**src/rtl/updown_count_seq_ctrl_if.sv**
```systemverilog
// Scan configuration channel for updown_count_seq_ctrl.
// Host drives valid/fields; controller answers ready/err.
interface updown_count_seq_ctrl_if #(
  parameter int N = 4,
  parameter int R = 8
);
  logic         cfg_valid;
  logic         cfg_ready;
  logic [1:0]   cfg_mode;
  logic [N-1:0] cfg_lo;
  logic [N-1:0] cfg_hi;
  logic [R-1:0] cfg_reps;
  logic         cfg_err;

  modport master (
    output cfg_valid, cfg_mode,
    output cfg_lo, cfg_hi, cfg_reps,
    input  cfg_ready, cfg_err
  );

  modport slave (
    input  cfg_valid, cfg_mode,
    input  cfg_lo, cfg_hi, cfg_reps,
    output cfg_ready, cfg_err
  );
endinterface

```
**src/rtl/updown_count_seq_ctrl.sv**
```systemverilog
// Up/down/ping-pong scan sequencer owning an N-bit count.
// Config via valid/ready, start/abort control, done pulse.
module updown_count_seq_ctrl #(
  parameter int N = 4,
  parameter int R = 8
) (
  input  logic         clk,
  input  logic         rst,
  updown_count_seq_ctrl_if.slave cfg,
  input  logic         start,
  input  logic         abort,
  output logic [N-1:0] count,
  output logic         dir,
  output logic         busy,
  output logic         tc,
  output logic         done
);

  typedef enum logic [1:0] {
    IDLE,
    ARMED,
    RUN,
    DONE
  } state_t;

  state_t       state, state_n;
  logic [N-1:0] count_n;
  logic         dir_n;
  logic [N-1:0] lo_q, lo_n;
  logic [N-1:0] hi_q, hi_n;
  logic [1:0]   mode_q, mode_n;
  logic [R-1:0] reps_q, reps_n;
  logic [R-1:0] rep_q, rep_n;
  logic [R-1:0] rep_inc;
  logic         err_q, err_n;
  logic         xfer;
  logic         bad;
  logic         hit;

  assign cfg.cfg_ready = (state == IDLE) ||
                         (state == ARMED);
  assign cfg.cfg_err   = err_q;

  assign xfer = cfg.cfg_valid && cfg.cfg_ready;
  assign bad  = (cfg.cfg_lo > cfg.cfg_hi) ||
                (cfg.cfg_mode == 2'd3);

  assign busy    = (state == RUN);
  assign done    = (state == DONE);
  assign rep_inc = rep_q + 1'b1;

  // ping-pong is only terminal on the way down,
  // unless the range collapses to one value
  always_comb begin
    unique case (mode_q)
      2'd1:    hit = (count == lo_q);
      2'd2:    hit = (count == lo_q) &&
                     (dir || (lo_q == hi_q));
      default: hit = (count == hi_q);
    endcase
  end

  assign tc = busy && hit;

  always_comb begin
    state_n = state;
    count_n = count;
    dir_n   = dir;
    lo_n    = lo_q;
    hi_n    = hi_q;
    mode_n  = mode_q;
    reps_n  = reps_q;
    rep_n   = rep_q;
    err_n   = 1'b0;
    if (abort) begin
      state_n = IDLE;
    end else begin
      unique case (state)
        IDLE, ARMED: begin
          if (xfer && bad) begin
            err_n = 1'b1;
          end else if (xfer) begin
            lo_n    = cfg.cfg_lo;
            hi_n    = cfg.cfg_hi;
            mode_n  = cfg.cfg_mode;
            reps_n  = cfg.cfg_reps;
            rep_n   = '0;
            state_n = ARMED;
            dir_n   = (cfg.cfg_mode == 2'd1);
            count_n = (cfg.cfg_mode == 2'd1) ?
                      cfg.cfg_hi : cfg.cfg_lo;
          end
          if (state == ARMED && start)
            state_n = RUN;
        end
        RUN: begin
          if (tc) begin
            rep_n = rep_inc;
            if (reps_q != '0 && rep_inc == reps_q) begin
              state_n = DONE;
            end else begin
              unique case (mode_q)
                2'd1: count_n = hi_q;
                2'd2: begin
                  dir_n   = 1'b0;
                  count_n = (lo_q == hi_q) ?
                            lo_q : lo_q + 1'b1;
                end
                default: count_n = lo_q;
              endcase
            end
          end else begin
            unique case (mode_q)
              2'd1: count_n = count - 1'b1;
              2'd2: begin
                if (dir) begin
                  count_n = count - 1'b1;
                end else if (count == hi_q) begin
                  dir_n   = 1'b1;
                  count_n = hi_q - 1'b1;
                end else begin
                  count_n = count + 1'b1;
                end
              end
              default: count_n = count + 1'b1;
            endcase
          end
        end
        DONE: state_n = IDLE;
        default: state_n = IDLE;
      endcase
    end
  end

  always_ff @(posedge clk or posedge rst) begin
    if (rst) begin
      state  <= IDLE;
      count  <= '0;
      dir    <= 1'b0;
      lo_q   <= '0;
      hi_q   <= '0;
      mode_q <= '0;
      reps_q <= '0;
      rep_q  <= '0;
      err_q  <= 1'b0;
    end else begin
      state  <= state_n;
      count  <= count_n;
      dir    <= dir_n;
      lo_q   <= lo_n;
      hi_q   <= hi_n;
      mode_q <= mode_n;
      reps_q <= reps_n;
      rep_q  <= rep_n;
      err_q  <= err_n;
    end
  end

endmodule

```
**src/flat_wrapper.sv**
```systemverilog
// flat-port wrapper written by rule: the top's interface ports become plain ports
module updown_count_seq_ctrl_flat 
#(
  parameter int N = 4,
  parameter int R = 8
)
  (clk, rst, start, abort, count, dir, busy, tc, done, cfg_cfg_valid, cfg_cfg_mode, cfg_cfg_lo, cfg_cfg_hi, cfg_cfg_reps, cfg_cfg_ready, cfg_cfg_err);
  updown_count_seq_ctrl_if #(.N(N), .R(R)) cfg_i ();
  input  logic clk;
  input  logic rst;
  input  logic start;
  input  logic abort;
  output logic [N-1:0] count;
  output logic dir;
  output logic busy;
  output logic tc;
  output logic done;
  input wire logic [$bits(cfg_i.cfg_valid)-1:0] cfg_cfg_valid;
  input wire logic [$bits(cfg_i.cfg_mode)-1:0] cfg_cfg_mode;
  input wire logic [$bits(cfg_i.cfg_lo)-1:0] cfg_cfg_lo;
  input wire logic [$bits(cfg_i.cfg_hi)-1:0] cfg_cfg_hi;
  input wire logic [$bits(cfg_i.cfg_reps)-1:0] cfg_cfg_reps;
  output wire logic [$bits(cfg_i.cfg_ready)-1:0] cfg_cfg_ready;
  output wire logic [$bits(cfg_i.cfg_err)-1:0] cfg_cfg_err;
  assign cfg_i.cfg_valid = cfg_cfg_valid;
  assign cfg_i.cfg_mode = cfg_cfg_mode;
  assign cfg_i.cfg_lo = cfg_cfg_lo;
  assign cfg_i.cfg_hi = cfg_cfg_hi;
  assign cfg_i.cfg_reps = cfg_cfg_reps;
  assign cfg_cfg_ready = cfg_i.cfg_ready;
  assign cfg_cfg_err = cfg_i.cfg_err;
  updown_count_seq_ctrl #(.N(N), .R(R)) u_core (.clk(clk), .rst(rst), .cfg(cfg_i), .start(start), .abort(abort), .count(count), .dir(dir), .busy(busy), .tc(tc), .done(done));
endmodule
```
**config.mk**
```make
export PLATFORM = sky130hd
export DESIGN_NAME = updown_count_seq_ctrl_flat
export DESIGN_NICKNAME = d
export VERILOG_FILES = /design/src/rtl/updown_count_seq_ctrl_if.sv /design/src/rtl/updown_count_seq_ctrl.sv /design/src/flat_wrapper.sv
export SDC_FILE = /design/constraint.sdc
export NUM_CORES = 1
export LEC_CHECK = 0
export CAP_MARGIN = 20
export CORE_UTILIZATION = 50
export CTS_BUF_LIST = sky130_fd_sc_hd__clkbuf_4 sky130_fd_sc_hd__clkbuf_8 sky130_fd_sc_hd__clkbuf_16
export CTS_CLUSTER_DIAMETER = 150
export DETAILED_ROUTE_END_ITERATION = 10
export PLACE_DENSITY = 0.71
export REMOVE_ABC_BUFFERS = 1
export SETUP_SLACK_MARGIN = 0.05
export SLEW_MARGIN = 0
export SYNTH_ARGS = -nofsm -noshare
export SYNTH_HDL_FRONTEND = slang
export SYNTH_SLANG_ARGS = --single-unit
```
**constraint.sdc**
```tcl
create_clock -name clk -period 3.12 [get_ports clk]
set_clock_uncertainty 0.05 [all_clocks]
set_input_delay 0.936 -clock clk [delete_from_list [all_inputs] [get_ports clk]]
set_output_delay 0.936 -clock clk [all_outputs]
set_load 0.01 [all_outputs]
```
==> flow_metrics.tcl, run 1 <==
set metrics [dict create \
    syn_inst 319 \
    setup_ws_ns 0.0817 \
    num_vias 2485 \
    crit_path_top_delay_cell "clkdlybuf4s50_1" \
    hold_slack_ns 0.484 \
    fin_area_mm2 0.00336 \
    drtIter0Drc 198 \
    area_delta_synth_final_pct 25.4 \
    layout_min_cycle_time_ns 3.04 \
    ys_warn_count 0 \
    synth_xor_area_share_pct 8.17 \
    cp_top_family "buffers and inverters" \
    io_pins 33 \
    ant_nets 0 \
    grt_pass1_wl_um 10800 \
    final_nets 410 \
    power_mw 1.99 \
    track_usage_pct 26.0 \
    power_density_mw_per_mm2 591 \
    min_path_cells 2 \
    antenna_found_initial 0 \
    peakVddDrop_v 0.000294 \
    drt_first_pass_iters 4 \
    dp_hpwl_um 5200 \
    cts.sinks 34 \
    ys_seq_area_share_pct 31.7 \
    placed_area_mm2 0.00324 \
    path_cells "clkdlybuf4s50_1 -> inv_1 -> ha_1 -> nand4_1 -> a221oi_2 -> nand2_1 -> buf_4 -> mux2_1 -> a22o_1" \
    postCtsHoldBufs 0 \
    critPathMaxFanout 6 \
    period_share_pct 97.4 \
    cts_tree "built" \
    routed_wl_um 6650 \
    ys_ff_latch 34 \
    clkSlewWorstSetupHoldPaths_ns 0.07 \
    pre_cts_ws_ns -0.220 \
    async_flop_share_pct 100 \
    place.gp.congestion 0.895 \
    grt_start_max_net_pins 35 \
    rsz0062_at_grt "yes" \
    max_slew_margin_pct 67.8 \
    synth_top_area_share_pct 31.7 \
    clkLatencyLatePin_ns 0.28 \
    yosysUniqueCellTypes 64 \
    cap_violations 0 \
    synth_edf_count 0 \
    synth_top_family_by_area "simple AND/OR/NAND/NOR gates" \
    synth_compound_area_share_pct 18.3 \
    cts-root-buf "clkbuf_8" \
    vias_per_cell 5.57 \
    std_cell_rows 26 \
    synth_area_leaders "dfrtp_1 32%, nand2_1 8.7%, ha_1 5.1%" \
    r2r-start "u_core.lo_q[1]" \
    worst_pin_slew_ns 0.479 \
    setup_viol 0 \
    min_to "u_core.reps_q[4]" \
    worst_r2r_endpoint "u_core.rep_q[4]" \
    holdCritStartpoint "u_core.reps_q[4]" \
    ys_dominant_reg_cell "dfrtp_1" \
    avgSynthCellArea_um2 8.40 \
    diodes 0 \
    status "complete, no violations" \
    netlist_area_mm2 0.00268 \
    core_area_mm2 0.00514 \
    cts_buffers 5 \
    synth_area_leader_cell "dfrtp_1" \
    layout-drive-gt1-share_pct 16.5 \
    regToRegSetupSlack_ns 0.49 \
    hold_path_class "flip-flop to flip-flop" \
    critical_path_class "primary input to flip-flop" \
    cp.required_ns 3.24 \
    synthAdderAreaFrac_pct 5.14 \
    muxShareOfSynthArea_pct 7.05 \
    post_drt_wl_per_cell_um 14.9 \
    reg2reg_depth 8 \
    dieArea_mm2 0.00566 \
    initial_utilization_pct 52.1 \
    route.detailed.drc 0 \
    synthSimpleGateAreaFrac_pct 23.5 \
    p_leak_nw 1.51 \
    startpoint_type "primary input" \
    final.fill_count 464 \
    maxSlewViolCount 0 \
    die_x_um 75.2 \
    grt_remaining_overflow 0 \
    grt_pass1_vias 2365 \
    fmax_mhz 329 \
    port_buffers 32 \
    htreeDepth 2 \
    critPathCaptureType "flip-flop" \
    dieHeight_um 75.2 \
    slowest_delay_ns 0.48 \
    hold_viol 0 \
    timing.critical_path.buf_inv 3 \
    clk_path_buf_depth 2 \
    arrival_ns 3.16 \
]
[metal layers]
metal | vias to the layer above | GRT usage [%] | wire, um
met5 | - | 0 | 0
met3 | 19 | 4.82 | 345
met4 | 0 | 9.26 | 184
met2 | 88 | 44.4 | 3210
li1 | 1237 | - | -
met1 | 1141 | 33.0 | 2910
[worst reg2reg max path, delay by kind of cell, from the launching register on]
family                 cells  cell delay, ns
flip-flops                 1            0.39
buffers and inverters      2            0.30
AND/OR/NAND/NOR            1            0.20
XOR/XNOR                   1            0.20
multiplexers               1            0.37
AO/OA/AOI/OAI              3            1.00
[flip-flops by register name, indices dropped and copies added (netlist names)]
name                cells
u_core.hi_q             4
u_core.dir              1
u_core.lo_q             4
u_core.reps_q           8
u_core.mode_q           2
u_core.state            2
u_core.count            4
u_core.cfg.cfg_err      1
u_core.rep_q            8
[worst max-delay path by stage]
stage                                 end  slack, ns           from  depth (start not counted)
after detailed placement       u_core.dir      -0.22  cfg_cfg_hi[2]                          9
after global routing      u_core.count[0]      0.009  cfg_cfg_hi[2]                          9
after floorplan           u_core.count[0]      -0.02  cfg_cfg_hi[2]                          8
final                     u_core.rep_q[4]       0.08  cfg_cfg_hi[3]                          9
after global placement    u_core.count[0]      -0.14  cfg_cfg_hi[2]                          9
after CTS                      u_core.dir       0.08  cfg_cfg_hi[3]                          9
[synthesized netlist by cell type (all sizes together) (2+ instances only)]
cell type,n
and3,3
o2bb2ai,2
nand2b,5
nor2b,2
and3b,2
nor4,4
nor3,8
a221o,3
and2,4
nor2,16
a32oi,2
nand4,3
dfrtp,34
buf,9
clkbuf,10
or3b,2
a31oi,5
mux2i,11
xor2,15
o211ai,5
o311ai,2
a22o,3
a21oi,13
xnor2,10
nand2,63
mux2,7
inv,17
ha,11
o21a,2
nand3,9
o22ai,2
nand3b,2
o21ai,14
[where the power goes]
group / total (mW) / switching, mW / internal [mW]
Combinational: 1.01 / 0.532 / 0.477
Sequential: 0.664 / 0.130 / 0.534
Clock: 0.315 / 0.145 / 0.171
[final cells by class]
type                       count  area [um2]  share of cell area [%]
clock buffer                   7        83.8                    2.49
sequential                    34         853                    25.4
tap                           70        87.6                    2.61
multi-input combinational    249        1680                    49.9
inverter                      17        63.8                    1.90
timing repair buffer          69         597                    17.8
[through the flow]
step           util [%]  setup TNS, ns  instances
3_3_place_gp       63.0         -0.911        435
6_report           65.4              0        446
5_1_grt            65.4              0        446
2_1_floorplan         -        -0.0444        300
4_1_cts            65.2              0        446
3_5_place_dp       63.0          -1.71        435
[placed cells by master (no fill, tap or decap), types with 5 or more instances in the layout]
cell type        Yosys  layout
clkdlybuf4s50_1      0      31
nor3_1               8       8
nand2_1             62      62
mux2i_1             11      11
xor2_1              15      15
nand3_1              8       8
ha_1                11      11
xnor2_1             10      10
o211ai_1             5       5
a21oi_1             12      12
o21ai_0             13      13
inv_1               16      16
nand2b_1             5       5
buf_4                1      37
dfrtp_1             34      32
clkbuf_8             0       5
nor2_1              16      16
[kinds of logic (layout without fill, tap and decap cells)]
family	Yosys count	in the layout
xor gates and xnor gates	25	25
adders and majority gates	11	11
and+or+nand+nor	128	128
muxes	18	18
DFF	34	34
buffers and inverters	36	93
AOI/OAI and AO/OA	67	67
[repair_timing]
action	4_1_cts	5_1_grt
hold endpoints to repair	0	0
pin swaps	2	2
buffers inserted	4	0
endpoints found under the setup margin	1	6
gates resized for setup	3	2
No activity file was read; power rests on OpenSTA's default activity.
==> run 2, diff against run 1 <==
--- a/config.mk
+++ b/config.mk
@@ -10,6 +10,7 @@
 export CTS_BUF_LIST = sky130_fd_sc_hd__clkbuf_4 sky130_fd_sc_hd__clkbuf_8 sky130_fd_sc_hd__clkbuf_16
 export CTS_CLUSTER_DIAMETER = 150
 export DETAILED_ROUTE_END_ITERATION = 10
+export HOLD_SLACK_MARGIN = 0.15
 export PLACE_DENSITY = 0.71
 export REMOVE_ABC_BUFFERS = 1
 export SETUP_SLACK_MARGIN = 0.05
==> results of run 2 <==
No change in the layout: final DEF, timing and power equal those of run 1.
==> edit 1, RTL diff (config.mk and constraints of run 1) <==
`R` is set to 8 in 3 places; all go to 9.
--- a/src/rtl/updown_count_seq_ctrl_if.sv
+++ b/src/rtl/updown_count_seq_ctrl_if.sv
@@ -2,7 +2,7 @@
 // Host drives valid/fields; controller answers ready/err.
 interface updown_count_seq_ctrl_if #(
   parameter int N = 4,
-  parameter int R = 8
+  parameter int R = 9
 );
   logic         cfg_valid;
   logic         cfg_ready;
--- a/src/rtl/updown_count_seq_ctrl.sv
+++ b/src/rtl/updown_count_seq_ctrl.sv
@@ -2,7 +2,7 @@
 // Config via valid/ready, start/abort control, done pulse.
 module updown_count_seq_ctrl #(
   parameter int N = 4,
-  parameter int R = 8
+  parameter int R = 9
 ) (
   input  logic         clk,
   input  logic         rst,
--- a/src/flat_wrapper.sv
+++ b/src/flat_wrapper.sv
@@ -2,7 +2,7 @@
 module updown_count_seq_ctrl_flat 
 #(
   parameter int N = 4,
-  parameter int R = 8
+  parameter int R = 9
 )
   (clk, rst, start, abort, count, dir, busy, tc, done, cfg_cfg_valid, cfg_cfg_mode, cfg_cfg_lo, cfg_cfg_hi, cfg_cfg_reps, cfg_cfg_ready, cfg_cfg_err);
   updown_count_seq_ctrl_if #(.N(N), .R(R)) cfg_i ();
Ports: changed (resized cfg_cfg_reps); port bits go from 33 to 34. No check against the original RTL was run, so the function may have changed too.
==> edit 1 against run 1 <==
  * Worst setup slack better by 0.043 ns
  * Cell area about the same
  * Sequential cell count increased by 2
  * Wire length decreased by 8.1%
  * Die area fell by 1.6%
  * Total power up 8.1%
  * Synthesized cell count is 10% lower
  * Area after synthesis fell by 1.7%
  * Largest power group unchanged
==> edit 1: results (changes against run 1) <==
Critical path
The endpoint of the worst-slack reg-to-reg timing path is u_core.count[2]$_DFFE_PP0P_. The maximum fanout count along the critical path is 2 (-4). The largest stage delay on the critical path is 0.51 ns (+0.03 ns). The last element of the critical path is u_core.dir$_DFFE_PP0P_.

In this run the worst setup path begins at cfg_cfg_hi[1]. Broken down by cell family, the worst path's largest delay share belongs to simple AND/OR/NAND/NOR gates. The reg-to-reg startpoint is u_core.rep_q[0]$_DFFE_PP0P_. The worst setup slack for register-to-register paths is 0.62 ns (+0.13 ns). The slowest stage of the critical path is the or4_1 cell.

Global route
The met2 track demand over resource in global routing is 0.349 (-0.0951). The met1 usage in global routing is 0.340 (+0.0107). The pin count of the biggest net entering global routing was 37 (+5.7%).

The global routing usage summed across all routing layers is 0.238 (-0.0224). The via count of the first global-routing pass is 2,109 (-11%). The first-pass GRT wire length is 9.87 mm (-8.9%).

Pwr
The cell-internal power was 1.34 mW (+14%). The cell leakage power was 1.43 nW (-5.2%). The worst IR drop on VDD is 380 uV (+29%). The clock share of power is 0.193 (+0.034).

Logic synthesis
The synthesized-area fraction occupied by ao, oa, aoi and oai cells is 0.168 (-0.0149). The number of distinct standard cells referenced by the synthesized netlist is 56 (-13%). The share of the synthesized netlist area taken by xor and xnor gates is 0.0931 (+0.0114). Sorting the synthesized cells by area gives the leading types as dfrtp_1 34%, xnor2_1 8.0%, mux2_2 6.4%. The mux contribution to synthesized area is 0.113 (+0.0430). The commonest cells after synthesis are 36 x dfrtp_1, 24 x xnor2_1, 22 x nand2_1, 22 x nor2_1, 19 x o21ai_0. The share of the yosys chip area belonging to registers came to 0.342 (+0.0244).

Finish
The share of final-layout standard cells stronger than drive strength 1 is 0.222 (+0.0570). The net total in the final layout is 381 (-7.1%). The largest registers in the layout are u_core.rep_q x9, u_core.reps_q x9. The number of inserted filler cells in the final layout is 431 (-7.1%).

Timing
The worst hold margin was 0.461 ns (-0.0236 ns). The headroom to the max-slew limit came to 0.694 (+0.0168).

Drt
The post-detailed-routing wire length is 6.11 mm (-8.1%). The detailed route wirelength on metal2 is 2.72 mm (-15%). The total met3 wirelength after detailed routing is 278 um (-19%). The post-route met1 wirelength is 2.99 mm (+2.7%).

Worst hold path
For hold timing, the worst endpoint is u_core.rep_q[8]$_DFFE_PP0P_. The startpoint identified for the worst hold timing path is u_core.rep_q[8]$_DFFE_PP0P_.

Outcome
The flow ran to the end, and the final reports show no timing, DRC or antenna violations.

Place
The post-DP HPWL is 4.68 mm (-9.9%). The number of port buffers is 33 (+3.1%). The weighted congestion at the end of routability-driven global placement is 0.905 (+1.1%).
[edit 1: what timing repair did]
action	in CTS	in global routing
resized for setup	6	5
hold buffers	0	0
setup buffers	0	2
endpoints found under the setup margin	1	10
pin swaps	1	2
hold endpoints to repair	0	0
[edit 1: layout make-up]
| type | instances | area share |
|---|---|---|
| clock buffers | 6 | 0.0227 |
| clock inverters | 2 | 0.0104 |
| inverters | 19 | 0.0212 |
| multi-input cells | 219 | 0.483 |
| flip-flops and latches | 36 | 0.268 |
| well taps | 70 | 0.0261 |
| repair buffers | 65 | 0.168 |
[edit 1: metrics by stage]
step                      utilization  total power, mW  cell area [sq um]  worst slack, ns  cells
after floorplan                     -             1.35               2560           -0.206    274
after global placement          0.632             1.68               3210           -0.140    407
after detailed placement        0.632             1.70               3210           -0.190    407
after CTS                       0.657             2.13               3330           0.0646    415
after global routing            0.662             2.28               3360           0.0353    417
final                           0.662             2.15               3360            0.125    417
==> edit 2, RTL diff (config.mk and constraints of run 1) <==
Without the edit above. Register the output `count` once more, without a reset; this adds one clock of latency there. The other outputs are not delayed to match.
--- a/src/rtl/updown_count_seq_ctrl.sv
+++ b/src/rtl/updown_count_seq_ctrl.sv
@@ -22,6 +22,8 @@
     RUN,
     DONE
   } state_t;
+
+  logic [N-1:0] count_s0;
 
   state_t       state, state_n;
   logic [N-1:0] count_n;
@@ -53,10 +55,10 @@
   // unless the range collapses to one value
   always_comb begin
     unique case (mode_q)
-      2'd1:    hit = (count == lo_q);
-      2'd2:    hit = (count == lo_q) &&
+      2'd1:    hit = (count_s0 == lo_q);
+      2'd2:    hit = (count_s0 == lo_q) &&
                      (dir || (lo_q == hi_q));
-      default: hit = (count == hi_q);
+      default: hit = (count_s0 == hi_q);
     endcase
   end
 
@@ -64,7 +66,7 @@
 
   always_comb begin
     state_n = state;
-    count_n = count;
+    count_n = count_s0;
     dir_n   = dir;
     lo_n    = lo_q;
     hi_n    = hi_q;
@@ -111,18 +113,18 @@
             end
           end else begin
             unique case (mode_q)
-              2'd1: count_n = count - 1'b1;
+              2'd1: count_n = count_s0 - 1'b1;
               2'd2: begin
                 if (dir) begin
-                  count_n = count - 1'b1;
-                end else if (count == hi_q) begin
+                  count_n = count_s0 - 1'b1;
+                end else if (count_s0 == hi_q) begin
                   dir_n   = 1'b1;
                   count_n = hi_q - 1'b1;
                 end else begin
-                  count_n = count + 1'b1;
+                  count_n = count_s0 + 1'b1;
                 end
               end
-              default: count_n = count + 1'b1;
+              default: count_n = count_s0 + 1'b1;
             endcase
           end
         end
@@ -135,7 +137,7 @@
   always_ff @(posedge clk or posedge rst) begin
     if (rst) begin
       state  <= IDLE;
-      count  <= '0;
+      count_s0 <= '0;
       dir    <= 1'b0;
       lo_q   <= '0;
       hi_q   <= '0;
@@ -145,7 +147,7 @@
       err_q  <= 1'b0;
     end else begin
       state  <= state_n;
-      count  <= count_n;
+      count_s0 <= count_n;
       dir    <= dir_n;
       lo_q   <= lo_n;
       hi_q   <= hi_n;
@@ -156,5 +158,9 @@
     end
   end
 
+  always_ff @(posedge clk) begin
+    count <= count_s0;
+  end
+
 endmodule
 
Formal check against the unedited RTL: not equivalent (a bounded check fails within 4 cycles, from zero or initial values and one cycle with rst high).
==> edit 2 against run 1 <==
  * Area after synthesis up 0.75%
  * Global-route usage down 1.0 points
  * Cell area up 0.30%
  * Sequential cell count up 4
  * Critical path depth down 3
  * Sequential power up 12%
  * Count of clock-buffer cells in the layout unchanged
  * Worst setup slack better by 0.010 ns
  * Final cell count down 5.2%
  * Wire length down 1.9%
  * Total power up 12%
  * Core utilization up 0.19 points
  * Die area up 0.73%
==> edit 2: results (changes against run 1) <==
Finish
The relative area of clock buffers and inverters in the final design was 0.0356 (+0.0107). The share of final layout cell area taken by non-clock buffers is 0.158 (-0.0195). The buffer count excluding the clock tree in the final layout came to 61 (-12%). The count of flip-flops and latches is 38 (+12%). The layout multi-input combinational cell count is 226 (-9.2%). The share of cell area taken by multi-input logic gates is 0.482 (-0.0167).

The number of inserted filler cells in the final layout is 448 (-3.4%). The core utilization of the finished layout is 0.656 (+0.00195).

Critical path
The worst reg2reg path depth is 11 (+3). The maximum fanout count along the critical path is 2 (-4). The worst register-to-register path begins at u_core.mode_q[0]$_DFFE_PP0P_. The worst path arrival time was 2.04 ns (-1.12 ns). The most critical setup path has its startpoint at u_core.mode_q[0]$_DFFE_PP0P_.

Global route
The via count of the first global-routing pass came to 2,234 (-5.5%). The global routing usage on met3 was 0.0357 (-0.0125).

Drt
The via-per-instance ratio is 5.86 (+5.2%). The total met3 wirelength after detailed routing is 384 um (+11%). The detailed route wirelength on metal2 is 3.00 mm (-6.4%). The post-detailed-routing wire length is 6.52 mm (-1.9%). The number of DRC markers in iteration 0 is 159 (-20%). The average wire length per cell after detail routing came to 15.4 um (+3.4%).

Outcome
The flow ran to the end, and the final reports show no timing, DRC or antenna violations.

Logic synthesis
The async set-or-reset flop fraction in the synthesized netlist was 0.895 (-0.105). The share of the yosys chip area belonging to registers came to 0.345 (+0.0273).

Timing
The worst hold margin is 0.493 ns (+0.00858 ns).

Place
The weighted congestion at the end of routability-driven global placement is 0.889 (-0.68%).
-- edit 2: cell count changes after synthesis, sizes merged, moves of 4 or more --
cell / run 1 / this run
xnor2: 10 / 18
mux2: 7 / 11
xor2: 15 / 7
dfxtp: 0 / 4
mux2i: 11 / 1
a211oi: 1 / 7
nor2: 16 / 11
o21ai: 14 / 34
nand2: 63 / 27
-- edit 2: worst max-delay path by stage --
stage / end / slack (ns) / cells past startpoint
after CTS: tc / 0.05 / 7
after global routing: u_core.count_s0[3]$_DFFE_PP0P_ / 0.02 / 10
after detailed placement: u_core.count_s0[3]$_DFFE_PP0P_ / -0.14 / 10
after global placement: u_core.count_s0[3]$_DFFE_PP0P_ / -0.1 / 10
after floorplan: u_core.count_s0[3]$_DFFE_PP0P_ / -0.08 / 9
final: tc / 0.09 / 6
-- edit 2: power breakdown --
| part | total [mW] | leakage (nW) | internal (mW) | switching [mW] |
|---|---|---|---|---|
| logic | 1.04 | 0.901 | 0.509 | 0.535 |
| registers | 0.742 | 0.462 | 0.606 | 0.137 |
| clock network | 0.450 | 0.0619 | 0.270 | 0.180 |
| total | 2.24 | 1.43 | 1.38 | 0.852 |
-- edit 2: critical path, cell delays in order (launching register included) --
cell     delay (ns)
dfrtp_1        0.40
inv_2          0.10
ha_4           0.21
or3_4          0.40
o32ai_4        0.31
and2_4         0.20
buf_2          0.12
-- edit 2: logic make-up after synthesis --
| kind of cell | share of synthesized area |
|---|---|
| mux | 0.0510 |
| fa+ha+maj | 0.0510 |
| compound gates | 0.237 |
| flops | 0.345 |
| buf+inv | 0.0649 |
| simple gates | 0.171 |
| xor+xnor | 0.0811 |
-- edit 2: what timing repair did --
item	4_1_cts	5_1_grt
endpoints found under the setup margin	1	4
buffers inserted	0	3
resized for setup	7	4
pin swaps	1	1
